<file path="src/rtl/coin_frontend.sv">
// Coin acceptor front end: synchronize and debounce two coin sensors, queue coin events,
// and issue spaced credit pulses. Define COIN_TALLY_EN to add the saturating tally counter.
//
// state | meaning
// IDLE  | waiting for a queued coin and accept_ready
// ISSUE | credit pulse is high this cycle
// GAP   | enforced low cycle before the next coin can issue
module coin_frontend #(
  parameter int DEBOUNCE_CYCLES = 4,
  parameter int FIFO_DEPTH      = 4
) (
  input  logic                          clk,
  input  logic                          reset,
  input  logic                          coin_one_raw,
  input  logic                          coin_half_raw,
  input  logic                          accept_ready,
  output logic                          one_dollar,
  output logic                          half_dollar,
  output logic                          coin_reject,
  output logic [$clog2(FIFO_DEPTH):0]   pending,
  output logic                          fifo_full
`ifdef COIN_TALLY_EN
  ,
  input  logic                          tally_clr,
  output logic [7:0]                    tally
`endif
);

  localparam int AW = $clog2(FIFO_DEPTH);
  localparam int CW = AW + 1;
  localparam logic [7:0] DB_LAST = 8'(DEBOUNCE_CYCLES - 1);

  typedef enum logic [1:0] {IDLE, ISSUE, GAP} state_t;

  // Channel index 1 is the one-dollar sensor, index 0 the half-dollar sensor.
  logic [1:0] raw;
  logic [1:0] sync1;
  logic [1:0] sync2;
  logic [1:0] deb;
  logic [1:0] rise;
  logic [7:0] cnt [2];

  assign raw = {coin_one_raw, coin_half_raw};

  // A single-bit input that differs from the debounced level can only "change" back to it,
  // so one equality test covers both counter-clear conditions.
  always_ff @(posedge clk) begin
    if (reset) begin
      sync1 <= '0;
      sync2 <= '0;
      deb   <= '0;
      rise  <= '0;
      for (int ch = 0; ch < 2; ch++) cnt[ch] <= '0;
    end else begin
      sync1 <= raw;
      sync2 <= sync1;
      for (int ch = 0; ch < 2; ch++) begin
        rise[ch] <= 1'b0;
        if (sync2[ch] == deb[ch]) begin
          cnt[ch] <= '0;
        end else if (cnt[ch] == DB_LAST) begin
          deb[ch]  <= sync2[ch];
          cnt[ch]  <= '0;
          rise[ch] <= sync2[ch];
        end else begin
          cnt[ch] <= cnt[ch] + 8'd1;
        end
      end
    end
  end

  logic          ev_both;
  logic          ev_single;
  logic          ev_is_one;
  logic          full;
  logic          pop;
  logic          push;
  logic          drop;
  logic          mem [FIFO_DEPTH];
  logic [AW-1:0] wr_ptr;
  logic [AW-1:0] rd_ptr;
  logic [CW-1:0] count;
  state_t        state;
  state_t        state_nx;

  assign ev_both   = &rise;
  assign ev_single = ^rise;
  assign ev_is_one = rise[1];
  assign full      = (count == CW'(FIFO_DEPTH));
  assign pop       = (state == IDLE) && (count != '0) && accept_ready;
  assign push      = ev_single && (!full || pop);
  assign drop      = ev_both || (ev_single && full && !pop);

  always_ff @(posedge clk) begin
    if (push) mem[wr_ptr] <= ev_is_one;
  end

  // Depth is a power of two, so the pointers wrap naturally.
  always_ff @(posedge clk) begin
    if (reset) begin
      wr_ptr      <= '0;
      rd_ptr      <= '0;
      count       <= '0;
      coin_reject <= 1'b0;
      one_dollar  <= 1'b0;
      half_dollar <= 1'b0;
    end else begin
      if (push) wr_ptr <= wr_ptr + AW'(1);
      if (pop)  rd_ptr <= rd_ptr + AW'(1);
      case ({push, pop})
        2'b10:   count <= count + CW'(1);
        2'b01:   count <= count - CW'(1);
        default: count <= count;
      endcase
      coin_reject <= drop;
      one_dollar  <= pop && mem[rd_ptr];
      half_dollar <= pop && !mem[rd_ptr];
    end
  end

  always_ff @(posedge clk) begin
    if (reset) state <= IDLE;
    else       state <= state_nx;
  end

  always_comb begin
    state_nx = state;
    case (state)
      IDLE:    if (pop) state_nx = ISSUE;
      ISSUE:   state_nx = GAP;
      GAP:     state_nx = IDLE;
      default: state_nx = IDLE;
    endcase
  end

  assign pending   = count;
  assign fifo_full = full;

`ifdef COIN_TALLY_EN
  // Tally is in half-dollar units and sticks at 255.
  always_ff @(posedge clk) begin
    if (reset || tally_clr) begin
      tally <= '0;
    end else if (one_dollar) begin
      tally <= (tally > 8'd253) ? 8'd255 : tally + 8'd2;
    end else if (half_dollar) begin
      tally <= (tally == 8'd255) ? 8'd255 : tally + 8'd1;
    end
  end
`endif

endmodule
</file>
<file path="config.mk">
export PLATFORM = sky130hd
export DESIGN_NAME = coin_frontend
export DESIGN_NICKNAME = d
export VERILOG_FILES = /design/src/rtl/coin_frontend.sv
export SDC_FILE = /design/constraint.sdc
export NUM_CORES = 1
export LEC_CHECK = 0
export BUFFER_PORTS_ARGS = -buffer_cell sky130_fd_sc_hd__buf_2
export CORE_UTILIZATION = 66
export CTS_BUF_LIST = sky130_fd_sc_hd__clkbuf_2 sky130_fd_sc_hd__clkbuf_4 sky130_fd_sc_hd__clkbuf_8
export DETAILED_ROUTE_END_ITERATION = 8
export PLACE_DENSITY = 0.88
export SLEW_MARGIN = 20
export SYNTH_ARGS = -nofsm -noshare
export SYNTH_HDL_FRONTEND = slang
export SYNTH_SLANG_ARGS = --single-unit
</file>
<file path="constraint.sdc">
create_clock -name clk -period 4.45 [get_ports clk]
set_input_delay 1.1125 -clock clk [delete_from_list [all_inputs] [get_ports clk]]
set_output_delay 1.1125 -clock clk [all_outputs]
set_load 0.05 [all_outputs]
</file>
# After elaboration in Yosys (flattened, before gate mapping)
# Memories as Yosys holds them, arrays and structs flattened. A register that Yosys moved wholly into a read port is not among the register bits.
# Index checks and enable logic that the tools add are counted.
[word_totals] output_inout_bits=7 word_cells=98 in_bits=5 ramBits=20 memories=2 ff_bits=20
[memory_table] memory="cnt" words=2 width=8 read_ports=2 rd_clocked_by_memory_dff=0 wr=2 line_no="41" rtl="logic [7:0] cnt [2];"
[memory_table] memory="mem" words=4 width=1 read_ports=1 rd_clocked_by_memory_dff=1 wr=1 line_no="79" rtl="logic mem [FIFO_DEPTH];"
[op_classes] reduce_logical=21 add_sub_neg=6 bitwise=10 eq_ne=9 n_mux=37
[ops] cell="8-bit 2-to-1 mux" n=6
[ops] cell="1-bit 2-to-1 mux" n=26
[ops] cell="8-bit by 1-bit adder with 8-bit output, second input constant" n=2
[ops] cell="8-bit by 2-bit equality test with 1-bit output, second input constant" n=2
[ops] cell="1-bit logical AND" n=7
[ops] cell="2-bit 2-to-1 mux" n=3
[ops] cell="1-bit OR" n=6
[ops] cell="3-bit case mux with 2 select lines" n=1
[ops] cell="2-bit AND reduction" n=3
[ops] cell="3-bit OR reduction" n=2
[ops] cell="2-bit by 1-bit adder with 2-bit output, second input constant" n=2
[ops] cell="2-bit by 1-bit equality test with 1-bit output, second input constant" n=2
[ops] cell="1-bit inverter" n=4
[ops] cell="2-bit case mux with 2 select lines" n=1
[ops] cell="3-bit by 1-bit adder with 3-bit output, second input constant" n=1
[ops] cell="3-bit equality test, second input constant" n=1
[ops] cell="1-bit zero test" n=3
[ops] cell="3-bit nonzero test" n=1
[ops] cell="3-bit by 1-bit subtractor with 3-bit output, second input constant" n=1
[ops] cell="1-bit equality test" n=2
[ops] cell="2-bit equality test, second input constant" n=1
[ops] cell="2-bit zero test" n=1
[ops] cell="1-bit logical OR" n=2
[ops] cell="2-bit inequality test, second input constant" n=1
[ops] cell="other kinds (2)" n=2

# Longest topological paths before layout
# Gate-level depths: netlist (run 1).
[depth] depth_word=7 ltp_mapped=10 depth_no_buf=9

# Worst setup path before layout (run 1)
# OpenSTA, ideal clock, no wires.
[synth_timing] kind="flip-flop to flip-flop" from="register count[2] (netlist: pending[2])" to="register count[2] (netlist: pending[2])" setup_time_ns=0.071 synth_period_minus_slack_ns=3.611 slack_ns=0.839 stages_incl_launch_ff=10 t_arrival_ns=3.541 required_time_ns=4.379 path_buffers=0 path_cell_list="dfxtp_1 nor3b_1 a21boi_2 inv_1 ha_1 inv_1 fa_1 xor2_1 or3_1 a21oi_1"
[synth_via] elab_cells_between_ends=13 cone_classes="add/sub: 2; eq/ne: 3; mux: 1; reduce/logical: 7"
[synth_lines] item="from (decl)" line_no="82" rtl="logic [CW-1:0] count;"
[synth_lines] item="from (signal assigned)" line_no="111" rtl="2'b10: count <= count + CW'(1);"
[synth_lines] item="from (signal assigned)" line_no="112" rtl="2'b01: count <= count - CW'(1);"
[synth_lines] item="from (signal assigned)" line_no="113" rtl="default: count <= count;"
[synth_lines] item="3-bit equality test *" line_no="89" rtl="assign full = (count == CW'(FIFO_DEPTH));"
[synth_lines] item="net fifo_full" line_no="21" rtl="output logic fifo_full"
[synth_lines] item="1-bit zero test *" line_no="91" rtl="assign push = ev_single && (!full || pop);"
[synth_lines] item="1-bit logical OR *" line_no="91"
[synth_lines] item="1-bit logical AND *" line_no="91"
[synth_lines] item="2-bit by 1-bit equality test with 1-bit output or 2-bit equality test (tied branches)" line_no="110" rtl="case ({push, pop})"
[synth_lines] item="3-bit case mux with 2 select lines or 2-bit nonzero test (tied branches)"
# Mark *: on every way through the listed nets, which the timed path passes. The rest lies on a longest branch.
# A chain may end at the register's enable or synchronous reset.

# Worst setup path after layout (run 1)
[layout_timing] from="input accept_ready" to="register count[2] (netlist: pending[2])"
[layout_via] elab_chain_len=5 elab_cells_between_ends=7 cone_classes="eq/ne: 2; mux: 1; reduce/logical: 4"
[layout_lines] item="from (decl)" line_no="16" rtl="input logic accept_ready,"
[layout_lines] item="1-bit logical AND *" line_no="90" rtl="assign pop = (state == IDLE) && (count != '0) && accept_ready;"
[layout_lines] item="net pop" line_no="76" rtl="logic pop;"
[layout_lines] item="1-bit logical OR" line_no="91"
[layout_lines] item="1-bit logical AND" line_no="91"
[layout_lines] item="2-bit by 1-bit equality test with 1-bit output or 2-bit equality test (tied branches)" line_no="110"
[layout_lines] item="3-bit case mux with 2 select lines or 2-bit nonzero test (tied branches)"
# Marked as above.

==> impl_metrics.ini, run 1 <==
[clock_tree]
ctsResizeCount = 0
cts_tree = done
cts_sinks = 42
hold_buffers = 0
post-cts-setup-buffer-count = 0
ctsRootBufferMaster = clkbuf_4
cts.clk_slew.worst_paths_ns = 0.11
htreeDepth = 2
ctsLongestPathBuffers = 2
insertion_delay_ns = 0.35
numCtsBuffers = 5

[sta]
fmax_ghz = 0.3360
hold_viol_final = 0
period_minus_slack_ns = 2.976
slew_violations = 0
fin_crit_sh_pct = 66.88
max-slew-margin-rel_pct = 55.61
clock_skew_ns = 0.005343
finalSetupViolCount = 0
fin_setup_tns_ns = 0
rsz0062_at_grt = false
worst_pin_slew_ns = 0.6566
hold_slack_ns = 0.4327

[job]
maxCapViolCount = 0

[cells_and_area]
diodes = 0
fin_cells = 232
finalNetCount = 215
drive_above_1_share_pct = 12.87
fin_util_pct = 80.51
area_delta_synth_final_pct = 10.72

[critical_path]
crit_path_start_kind = primary input
crit_required_ns = 4.74
cp_max_fo = 7
cp-end-kind = register
cp_data_arrival_time_ns = 3.27
path_class = primary input to register

[min_path]
hold_path_class = register to register

[synthesis]
synthFlopType = dfxtp_1
synthArstFlopShare_pct = 0
netlist_instances = 171
synth_seq_cells = 42
synth_area_leaders = edfxtp_1 32%, dfxtp_1 24%, ha_1 5.4%
syn-mean-instance-area_um2 = 10.92
yosysSeqAreaShare_pct = 55.76
synth_edf_count = 20
synthTopCellsByCount = 22 x dfxtp_1, 20 x edfxtp_1, 19 x nor2_1
synth_cell_types = 37
yosys.area.top_type_share_pct = 32.17
ys_warn_count = 0
yosysTopAreaCell = edfxtp_1
syn-cell-area_um2 = 1867
synth_most_common_cell = dfxtp_1

[floorplan]
die_y_um = 55.19
core_area_um2 = 2567
start_util_pct = 72.71
rows = 18
io_pins = 12
die_w_um = 55.19
die-area_um2 = 3045

[power]
pwr-share-comb_pct = 3.6
p_int_w = 0.0005032
p_per_area_nw_per_um2 = 311.5
power_switching_w = 0.0001408
pwr-share-seq_pct = 65.2
power_leakage_nw = 0.7818
pwr-share-clk_pct = 31.2
p_total_w = 0.0006440
peakVddDrop_v = 0.0002689
switching_share_pct = 21.87

[detailed_routing]
vias = 1286
drt_iter0_drc = 24
drc = 0
wl_per_cell_um = 13.02
avgViaCountPerCell = 5.543
routed_wl_mm = 3.021
firstDrtPassIters = 4
ant_nets = 0

[placement]
hpwl_mm = 2.275
gp_congestion = 0.8184
place_inst = 224
portBuffers = 11

[global_routing]
antenna_found_initial = 0
grt_overflow = 0
grt_use_total_pct = 24.33
grt_max_degree = 26
grt_pass1_vias = 1177
grt_pass1_wl_mm = 4.947

[status]
status = finished, final reports clean
## per-layer routing
metal | GRT usage (%) | vias to the layer above | wire [um]
met5 | 0 | - | 0
met4 | 11.25 | 0 | 76
met3 | 11.48 | 10 | 148
met2 | 39.36 | 24 | 1503
met1 | 27.00 | 600 | 1293
li1 | - | 652 | -
## registers in the layout, indices dropped and copies added, names as in the netlist, named ones only
name,count
sync2,2
state,2
sync1,2
mem,4
rd_ptr,2
rise,2
coin_reject,1
half_dollar,1
wr_ptr,2
pending,3
deb,2
one_dollar,1
cnt,16
## per-stage QoR
stage | setup WS (ns) | instance area [um2]
global placement | 1.179 | 2003
CTS | 1.468 | 2067
global route | 1.368 | 2067
finish | 1.474 | 2067
floorplan | 0.8387 | 1923
detailed placement | 1.091 | 2003
## layout by cell type (no fill, tap or decap), types with 6 or more instances in the layout
cell type,count
conb_1,16
inv_1,11
a21oi_1,13
clkbuf_4,6
ha_1,8
o21ai_0,8
or3_1,7
edfxtp_1,20
buf_2,11
nor2_1,19
dfxtp_1,22
nand3_1,8
xor2_1,6
## power by group through the flow
stage / combinational, W / clock, W / sequential, W
detailed placement: 0.0000228 / 0 / 0.000429
finish: 0.0000235 / 0.000201 / 0.000420
floorplan: 0.0000179 / 0 / 0.000426
global route: 0.0000272 / 0.000221 / 0.000421
CTS: 0.0000232 / 0.000203 / 0.000420
global placement: 0.0000214 / 0 / 0.000427
## layout make-up
| class | count | area, um2 |
|---|---|---|
| repair buffers | 11 | 55.05 |
| multi-input cells | 130 | 828.3 |
| fillers | 171 | 500.5 |
| clock inverters | 1 | 5.005 |
| flip-flops and latches | 42 | 1041 |
| well taps | 30 | 37.54 |
| clock buffers | 7 | 58.81 |
| inverters | 11 | 41.29 |
## path summary, 6_finish.rpt
check                         from                       to  slack (ns)  depth (start not counted)
max reg2reg  state[0]$_SDFFE_PP0P_  pending[2]$_SDFFE_PP0P_        1.95                          9
max                   accept_ready  pending[2]$_SDFFE_PP0P_        1.47                         10
min          state[1]$_SDFFE_PP0P_    state[1]$_SDFFE_PP0P_        0.43                          1
min reg2reg  state[1]$_SDFFE_PP0P_    state[1]$_SDFFE_PP0P_        0.43                          1
## kinds of logic after synthesis
group,after synthesis,share of synthesized area [%]
other,1,0.2009
AOI/OAI and AO/OA,28,8.982
DFF,42,55.76
and+or+nand+nor,64,18.70
adders and majority gates,9,6.435
xor gates and xnor gates,10,4.691
buffers and inverters,14,2.882
muxes,3,2.346
## critical path: stages
cell and delay (ns):
buf_2 0.07, or3b_1 0.45, or2_2 0.37, inv_1 0.07
ha_1 0.17, inv_1 0.06, fa_1 0.37, xor2_1 0.16
or3_1 0.30, a21oi_1 0.14
Power figures use the tool's default switching activity.
==> run 2: changes to the inputs <==
--- a/config.mk
+++ b/config.mk
@@ -5,11 +5,12 @@
 export SDC_FILE = /design/constraint.sdc
 export NUM_CORES = 1
 export LEC_CHECK = 0
+export ABC_AREA = 1
 export BUFFER_PORTS_ARGS = -buffer_cell sky130_fd_sc_hd__buf_2
-export CORE_UTILIZATION = 66
+export CORE_UTILIZATION = 56
 export CTS_BUF_LIST = sky130_fd_sc_hd__clkbuf_2 sky130_fd_sc_hd__clkbuf_4 sky130_fd_sc_hd__clkbuf_8
 export DETAILED_ROUTE_END_ITERATION = 8
-export PLACE_DENSITY = 0.88
+export PLACE_DENSITY = 0.79
 export SLEW_MARGIN = 20
 export SYNTH_ARGS = -nofsm -noshare
 export SYNTH_HDL_FRONTEND = slang
==> constraint.sdc (replaced) <==
create_clock -name clk -period 2.68 [get_ports clk]
set_input_delay 0.67 -clock clk [delete_from_list [all_inputs] [get_ports clk]]
set_output_delay 0.67 -clock clk [all_outputs]
set_load 0.05 [all_outputs]
==> run 2 against run 1 <==
Synthesized cell count grew 35%. Highest routed layer unchanged. Clock skew shrank 0.0015 ns. Sequential power grew 65%. Clock power grew 47%. Flip-flop and latch count is the same. Worst hold slack lost 0.023 ns. Routed wire length shrank 4.3%. Design area grew 4.9%. Register-to-register slack lost 1.2 ns.
==> impl_metrics.ini, run 2 <==
[global_routing]
grt_pass1_vias = 1180
grt_pass1_wl_mm = 4.754
antenna_found_initial = 0
grt_max_degree = 16
grt_overflow = 0
grt_use_total_pct = 17.68

[synthesis]
synthFlopType = dfxtp_1
synthArstFlopShare_pct = 0
synthTopCellsByCount = 39 x nor2_1, 38 x nand2_1, 33 x inv_1
netlist_instances = 230
synth_adder_area_share_pct = 6.158
yosys.area_share.simple_pct = 24.25
synth_edf_count = 20
yosysTopAreaCell = edfxtp_1
yosys.area.top_type_share_pct = 30.79
syn-cell-area_um2 = 1951
syn-mean-instance-area_um2 = 8.481
ys_warn_count = 0
synth_seq_cells = 42
synth_top_family_by_area = simple AND/OR/NAND/NOR gates
synthMuxAreaShare_pct = 0
synth_area_leaders = edfxtp_1 31%, dfxtp_1 23%, nor2_1 7.5%
synth_compound_area_share_pct = 6.286
synth_cell_types = 23
yosysSeqAreaShare_pct = 53.37
synth_most_common_cell = nor2_1
synthXorXnorAreaFrac_pct = 1.796

[clock_tree]
ctsLongestPathBuffers = 2
hold_buffers = 0
ctsRootBufferMaster = clkbuf_4
insertion_delay_ns = 0.34
cts.clk_slew.worst_paths_ns = 0.12
htreeDepth = 2
post-cts-setup-buffer-count = 0
cts_tree = done
cts_sinks = 42
ctsResizeCount = 0
numCtsBuffers = 5

[floorplan]
die_y_um = 61.02
core_area_um2 = 3337
die_w_um = 61.02
die-area_um2 = 3723
rows = 21
io_pins = 12
start_util_pct = 58.46

[critical_path]
crit_path_start_kind = register
path_class = register to register
cp_max_fo = 6
path_cells = ha_1, nand2_2, ha_1, inv_1, fa_1, a21oi_1, o21ai_0, nand2_1, nand2_1, nor2_1
critPathBufInv = 1
cp_data_arrival_time_ns = 2.27
crit_required_ns = 2.97
critPathTopFamily = adder cells
crit_path_top_delay_cell = dfxtp_1
cp-end-kind = register
slowest_delay_ns = 0.41

[sta]
hold_viol_final = 0
setup_ws_ns = 0.7053
fin_setup_tns_ns = 0
finalSetupViolCount = 0
period_minus_slack_ns = 1.975
clock_skew_ns = 0.003825
slew_violations = 0
rsz0062_at_grt = false
fin_crit_sh_pct = 73.68
hold_slack_ns = 0.4093
fmax_ghz = 0.5064

[detailed_routing]
avgViaCountPerCell = 4.644
routed_wl_mm = 2.892
drt_iter0_drc = 46
firstDrtPassIters = 4
wl_per_cell_um = 9.359
vias = 1435
drc = 0
ant_nets = 0

[placement]
portBuffers = 11
gp_congestion = 0.7932
post_dp_cell_area_um2 = 2115
hpwl_mm = 2.198
pre_cts_slack_ns = 0.4546

[job]
maxCapViolCount = 0

[cells_and_area]
seqCellArea_um2 = 1041
largest_register_ffs = 16
num-fill-cells = 303
largest-register = cnt
final_common_cell = nor2_1
multi_input_area_um2 = 810.8
layout_common_cells = 39 x nor2_1, 38 x nand2_1, 33 x inv_1, 22 x dfxtp_1, 20 x edfxtp_1
drive_above_1_share_pct = 13.31
diodes = 0
finalNetCount = 276
final_area_um2 = 2168
area_delta_synth_final_pct = 11.16

[power]
p_per_area_nw_per_um2 = 476.7
power_leakage_nw = 0.9359
peakVddDrop_v = 0.0002753

[status]
status = finished, final reports clean

[min_path]
hold_path_class = register to register
-- run 2: cell count changes after synthesis, sizes merged, moves of 4 or more --
| cell | change |
|---|---|
| inv | +29 |
| nand2 | +41 |
| nand3 | +6 |
| a21oi | +4 |
| nor2b | -4 |
| or3 | -8 |
| xor2 | -4 |
| nor2 | +23 |
| nor3b | -4 |
| and2 | -4 |
-- run 2: worst paths after layout --
kind / start / end / slack (ns) / depth (start not counted)
setup reg to reg: rise[1]$_SDFF_PP0_ / pending[2]$_SDFFE_PP0P_ / 0.71 / 10
hold / removal: sync1[1]$_SDFF_PP0_ / sync2[1]$_SDFF_PP0_ / 0.41 / 2
setup / recovery: rise[1]$_SDFF_PP0_ / pending[2]$_SDFFE_PP0P_ / 0.71 / 10
hold reg to reg: sync1[1]$_SDFF_PP0_ / sync2[1]$_SDFF_PP0_ / 0.41 / 2
-- run 2: tightest hold or removal path, cell delays in order (launching register included) --
cell	delay [ns]
dfxtp_1	0.32
inv_1	0.04
nor2_1	0.03
-- run 2: logic make-up (layout without fill, tap and decap cells) --
| group | after synthesis | in the layout |
|---|---|---|
| AOI/OAI and AO/OA | 24 | 24 |
| xor gates and xnor gates | 4 | 4 |
| adders and majority gates | 9 | 9 |
| buffers and inverters | 41 | 59 |
| DFF | 42 | 42 |
| other | 1 | 16 |
| and+or+nand+nor | 109 | 109 |
-- run 2: metal layers --
layer	track usage [%]	up-vias	part of all wire (%)
met5	0	-	0
met4	7.468	0	1.8
met3	5.042	5	2.8
met2	28.88	16	46
met1	21.97	637	49
li1	-	777	-
-- run 2: report_power, final --
| group | switching [W] | internal (W) |
|---|---|---|
| combinational | 0.0000294 | 0.0000145 |
| sequential | 0.0000106 | 0.000683 |
| clock | 0.000198 | 0.0000977 |
| total | 0.000238 | 0.000796 |
-- run 2: metrics by stage --
| stage | instances | util (%) | power (W) |
|---|---|---|---|
| after floorplan | 245 | - | 0.0007399 |
| after global placement | 301 | 63.37 | 0.0007504 |
| after detailed placement | 301 | 63.37 | 0.0007521 |
| after CTS | 309 | 64.98 | 0.001051 |
| after global routing | 309 | 64.98 | 0.001088 |
| final | 309 | 64.98 | 0.001034 |
-- run 2: cell type report --
type	instances	share of cell area (%)
flip-flops and latches	42	48.01
multi-input cells	162	37.39
inverters	40	6.924
well taps	46	2.654
repair buffers	11	2.539
clock buffers	5	1.731
clock inverters	3	0.7501
